$ cat src/rtl/sw_perf_pkg.sv
// sw_perf_pkg: shared FSM state and display-select encodings for sw_perf_monitor.
package sw_perf_pkg;
  typedef enum logic [1:0] {IDLE = 2'd0, WAIT = 2'd1, DONE = 2'd2} perf_state_t;
  localparam logic [1:0] SEL_RESULT = 2'b00;
  localparam logic [1:0] SEL_RUNS = 2'b01;
  localparam logic [1:0] SEL_LAT = 2'b10;
  localparam logic [1:0] SEL_BUSY = 2'b11;
endpackage

$ cat src/rtl/sw_perf_monitor_sat_counter.sv
// sat_counter: saturating up-counter with clear, load-to-one and sticky-at-all-ones behaviour.
module sat_counter #(
  parameter int W = 8
) (
  input  logic         clk,
  input  logic         rst_n,
  input  logic         clr,
  input  logic         load1,
  input  logic         inc,
  output logic [W-1:0] o_cnt,
  output logic         o_sat
);
  assign o_sat = &o_cnt;
  always_ff @(posedge clk or negedge rst_n)
    if (!rst_n) o_cnt <= '0;
    else if (clr) o_cnt <= '0;
    else if (load1) o_cnt <= W'(1);
    else if (inc && !o_sat) o_cnt <= o_cnt + W'(1);
endmodule

$ cat src/rtl/sw_perf_monitor.sv
// sw_perf_monitor: result capture, latency/busy timers and run counter for the SW accelerator.
// Define SW_PERF_MAX_LAT_EN to add a max-latency register shown on select 01.
module sw_perf_monitor
  import sw_perf_pkg::*;
#(
  parameter int DATA_W = 18,
  parameter int TIME_W = 26,
  parameter int RUN_W  = 8,
  parameter int DISP_W = 26
) (
  input  logic              CLOCK,
  input  logic              RST_N,
  input  logic              i_start,
  input  logic              i_busy,
  input  logic              i_valid,
  input  logic [DATA_W-1:0] i_data,
  input  logic              i_clear,
  input  logic [1:0]        i_sel,
  output logic [DISP_W-1:0] o_disp,
  output logic [1:0]        o_state,
  output logic              o_overflow
);
  perf_state_t state_q, state_d;
  logic start, capture, busy_q;
  logic lat_sat, busy_sat, run_sat;
  logic [TIME_W-1:0] lat_cnt, busy_cnt;
  logic [RUN_W-1:0] run_cnt;
  logic [DATA_W-1:0] result_q;
  logic [DISP_W-1:0] runs_word, disp_d;
  // start beats a same-cycle valid; clear beats both
  assign start = i_start && !i_clear;
  assign capture = state_q == WAIT && i_valid && !i_start && !i_clear;
  always_comb begin
    state_d = state_q;
    if (i_clear) state_d = IDLE;
    else if (i_start) state_d = WAIT;
    else if (capture) state_d = DONE;
  end
  always_ff @(posedge CLOCK or negedge RST_N)
    if (!RST_N) state_q <= IDLE;
    else state_q <= state_d;
  sat_counter #(.W(TIME_W)) u_lat (
    .clk(CLOCK), .rst_n(RST_N), .clr(i_clear || start), .load1(1'b0),
    .inc(state_q == WAIT), .o_cnt(lat_cnt), .o_sat(lat_sat)
  );
  sat_counter #(.W(TIME_W)) u_busy (
    .clk(CLOCK), .rst_n(RST_N), .clr(i_clear), .load1(i_busy && !busy_q),
    .inc(i_busy), .o_cnt(busy_cnt), .o_sat(busy_sat)
  );
  sat_counter #(.W(RUN_W)) u_runs (
    .clk(CLOCK), .rst_n(RST_N), .clr(i_clear), .load1(1'b0),
    .inc(capture), .o_cnt(run_cnt), .o_sat(run_sat)
  );
  always_ff @(posedge CLOCK or negedge RST_N)
    if (!RST_N) begin
      busy_q <= 1'b0;
      result_q <= '0;
      o_overflow <= 1'b0;
    end else begin
      busy_q <= i_busy;
      result_q <= i_clear ? '0 : capture ? i_data : result_q;
      o_overflow <= !i_clear && (o_overflow || lat_sat || busy_sat || run_sat);
    end
`ifdef SW_PERF_MAX_LAT_EN
  logic [TIME_W-1:0] max_q, cap_lat;
  // the latency counter also steps on the capture cycle, so compare against its next value
  assign cap_lat = lat_sat ? lat_cnt : lat_cnt + TIME_W'(1);
  always_ff @(posedge CLOCK or negedge RST_N)
    if (!RST_N) max_q <= '0;
    else if (i_clear) max_q <= '0;
    else if (capture && cap_lat > max_q) max_q <= cap_lat;
  assign runs_word = DISP_W'(max_q);
`else
  assign runs_word = DISP_W'(run_cnt);
`endif
  always_comb
    disp_d = i_sel == SEL_RESULT ? DISP_W'(result_q) :
             i_sel == SEL_RUNS   ? runs_word :
             i_sel == SEL_LAT    ? DISP_W'(lat_cnt) : DISP_W'(busy_cnt);
  always_ff @(posedge CLOCK or negedge RST_N)
    if (!RST_N) o_disp <= '0;
    else o_disp <= disp_d;
  assign o_state = state_q;
endmodule
$ cat config.mk
export PLATFORM = sky130hd
export DESIGN_NAME = sw_perf_monitor
export DESIGN_NICKNAME = d
export VERILOG_FILES = /design/src/rtl/sw_perf_pkg.sv /design/src/rtl/sw_perf_monitor_sat_counter.sv /design/src/rtl/sw_perf_monitor.sv
export SDC_FILE = /design/constraint.sdc
export NUM_CORES = 1
export LEC_CHECK = 0
export ABC_CLOCK_PERIOD_IN_PS = 2600
export CAP_MARGIN = 20
export CORE_MARGIN = 8
export CORE_UTILIZATION = 57
export CTS_CLUSTER_SIZE = 14
export DETAILED_ROUTE_END_ITERATION = 7
export GPL_ROUTABILITY_DRIVEN = 0
export MAX_ROUTING_LAYER = met4
export PLACE_DENSITY = 0.8
export SYNTH_ARGS = -nofsm -noshare
export SYNTH_HDL_FRONTEND = slang
export SYNTH_SLANG_ARGS = --single-unit
$ cat constraint.sdc
create_clock -name CLOCK -period 2.6 [get_ports CLOCK]
set_clock_uncertainty 0.2 [all_clocks]
set_input_delay 0.39 -clock CLOCK [delete_from_list [all_inputs] [get_ports CLOCK]]
set_output_delay 0.39 -clock CLOCK [all_outputs]
set_load 0.05 [all_outputs]
==> reports/metrics.cfg <==
[worst_setup_path]
crit_path_end_kind = flip-flop
arrival_ns = 2.49
crit_fanout = 8
required_ns = 2.67
rrSetupSlack_ns = 0.18
cp-start-kind = flip-flop
reg2reg_depth = 6
crit_type = reg2reg
timing.rr.start = u_busy.o_cnt[0]$_DFFE_PN0P_
r2r-end = u_busy.o_cnt[12]$_DFFE_PN0P_

[grt]
top_usage_layer = met2
grt_use_met2_pct = 35.4
use_met1_pct = 28.1
use_met3_pct = 4.19
grt_antenna_before_repair = 0
overflow = 0
grt_max_degree = 74
grt_pass1_vias = 4274
grtUsageTotal_pct = 22.5
grt_first_pass_wirelength_mm = 22.0

[cells_and_area]
syn2layout_area_growth_pct = 18.9
finalNetCount = 588
fillerInstances = 677
drive_gt1_share_pct = 12.8
diodes = 0

[route]
drcViolationCount = 0
routedWlPerCell_um = 20.2
totalWireLength_mm = 13.6
drtIter0Drc = 258
ant_nets = 0
vias = 4299
viasPerCell = 6.38
drtPass1Iterations = 5

[clock_network]
clk_latency_ns = 0.37
cts_tree = built
htreeDepth = 3
cts-root-buf = clkbuf_8
path_clk_slew_ns = 0.10
cts_buffer_depth = 2
clock_sinks = 108
numCtsBuffers = 9

[yosys]
synthDistinctLibCells = 51
synth_top_area_cell = dfrtp_1
yosys-top-cells-area = dfrtp_1 (51%), a22o_1 (4.6%), mux4_2 (3.4%), a21oi_1 (2.7%), nor2_1 (2.3%)
synth_ff_type = dfrtp_1
yosys_warnings = 0
synth.top_cell.area_share_pct = 51.2
synth_area_um2 = 5280
synth_cells = 493
async_flop_share_pct = 100
synth-edff-count = 0
yosysSeqAreaShare_pct = 51.2
synth_common_cells = dfrtp_1 (108), nor2_1 (32), nand2_1 (29), a21oi_1 (28), a22o_1 (28)
ys_seq_elements = 108
synth.avg_cell_area_um2 = 10.7
yosysMostFrequentCell = dfrtp_1
synth.net_count = 522

[floorplanning]
die_w_um = 112
die_area_um2 = 12600
initial_utilization_pct = 58.0
io-pin-count = 55
rows = 35
die_h_um = 112
core_um2 = 9110

[timing]
holdWs_ns = 0.299
layout_min_cycle_time_ns = 2.42
setup-violations-final = 0
drv_slew = 0
slew-limit-headroom_pct = 46.7
tns_ns = 0
rsz0062_at_grt = no
hold_viol_final = 0
timing.fmax_ghz = 0.413
finalCritPeriodShare_pct = 93.2
worst_pin_slew_ns = 0.797

[hold_path]
hp-class = in2async

[pwr]
power_density_nw_per_um2 = 472
ir_drop_mv = 0.337
p_leak_nw = 2.60

[placement]
numPortBuffers = 54
dp_hpwl_mm = 9.93

[job]
drv_cap = 0

[status]
outcome = finished, final reports clean

==> state kept, by name, indices dropped and copies added, names as in the netlist <==
name          flops
o_overflow        1
u_busy.o_cnt     26
result_q         18
busy_q            1
o_state           2
u_runs.o_cnt      8
o_disp           26
u_lat.o_cnt      26
==> cell families (layout without fill, tap and decap cells) <==
family | Yosys count | after routing | share of synthesized area [%]
compound gates | 118 | 118 | 15.8
xor+xnor | 20 | 20 | 3.32
fa+ha+maj | 3 | 3 | 0.711
buf+inv | 38 | 108 | 2.87
flops | 108 | 108 | 51.2
mux | 26 | 26 | 7.03
simple gates | 180 | 180 | 19.1
==> worst max-delay path: stages (launching register included) <==
cell and delay [ns]:
dfrtp_1 0.50, ha_1 0.24, nand4_1 0.20, or4_4 0.61, o21ai_2 0.33, nor3_1 0.09, o21a_1 0.17
==> power by group <==
part,switching [W],leakage [nW],internal [W]
Sequential,0.0000158,1.50,0.00170
Clock,0.000557,0.0979,0.000462
Combinational,0.000140,0.997,0.0000948
==> metal layers <==
metal,vias to the layer above,wire (um),part of all wire (%)
met5,-,0,0
met4,0,365,2.7
met3,31,745,5.5
met2,192,6610,48
met1,2098,5920,43
li1,1978,-,-
==> layout by cell type, fill, tap and decap left out, types with 2 or more instances in the layout <==
| cell type | instances |
|---|---|
| a2111oi_1 | 3 |
| a211oi_1 | 2 |
| a21oi_1 | 27 |
| a22o_1 | 28 |
| and2_1 | 3 |
| and3_1 | 8 |
| and3b_1 | 2 |
| and4_1 | 4 |
| buf_12 | 2 |
| buf_4 | 24 |
| clkbuf_8 | 10 |
| clkdlybuf4s50_1 | 53 |
| clkinv_2 | 3 |
| dfrtp_1 | 108 |
| ha_1 | 3 |
| inv_1 | 13 |
| mux2_2 | 9 |
| mux2i_1 | 9 |
| mux4_2 | 8 |
| nand2_1 | 29 |
| nand2b_1 | 2 |
| nand3_1 | 23 |
| nand4_1 | 13 |
| nand4_4 | 2 |
| nor2_1 | 31 |
| nor2b_1 | 9 |
| nor3_1 | 10 |
| nor4_1 | 7 |
| o211ai_1 | 9 |
| o21a_1 | 4 |
| o21ai_0 | 21 |
| o31ai_1 | 10 |
| o41ai_1 | 2 |
| or3_1 | 19 |
| or4_1 | 11 |
| or4_4 | 2 |
| xnor2_1 | 12 |
| xor2_1 | 8 |
==> worst max-delay path by stage <==
stage | start | to | slack, ns | cells past startpoint
floorplan | o_state[0]$_DFFE_PN0P_ | u_lat.o_cnt[19]$_DFFE_PN0P_ | 0.18 | 6
global placement | u_busy.o_cnt[0]$_DFFE_PN0P_ | u_busy.o_cnt[0]$_DFFE_PN0P_ | 0.11 | 6
detailed placement | u_busy.o_cnt[0]$_DFFE_PN0P_ | u_busy.o_cnt[0]$_DFFE_PN0P_ | 0.08 | 6
CTS | u_busy.o_cnt[0]$_DFFE_PN0P_ | u_busy.o_cnt[0]$_DFFE_PN0P_ | 0.04 | 6
global route | u_busy.o_cnt[0]$_DFFE_PN0P_ | u_busy.o_cnt[7]$_DFFE_PN0P_ | 0.04 | 6
finish | u_busy.o_cnt[0]$_DFFE_PN0P_ | u_busy.o_cnt[12]$_DFFE_PN0P_ | 0.18 | 6
==> cell type report <==
cell class / instances / area [um2] / share of cell area, %
clock buffers: 10 / 138 / 2.19
clock inverters: 5 / 52.6 / 0.837
flip-flops and latches: 108 / 2700 / 43.0
well taps: 111 / 139 / 2.21
inverters: 13 / 48.8 / 0.777
multi-input cells: 347 / 2440 / 38.8
repair buffers: 80 / 761 / 12.1
==> what timing repair did <==
item	4_1_cts	5_1_grt
resized for setup	0	2
endpoints found under the setup margin	0	5
hold buffers	1	0
hold endpoints to repair	35	0
setup buffers	0	0
==> per-stage QoR <==
step           util (%)  worst slack, ns  total power (W)  instances  area (um2)
2_1_floorplan         -            0.184          0.00184        493        5280
3_3_place_gp       66.7            0.114          0.00197        658        6070
3_5_place_dp       66.7           0.0822          0.00198        658        6070
4_1_cts            68.9           0.0375          0.00297        674        6270
5_1_grt            68.9           0.0407          0.00306        674        6280
6_report           68.9            0.176          0.00296        674        6280
Power figures use the tool's default switching activity.
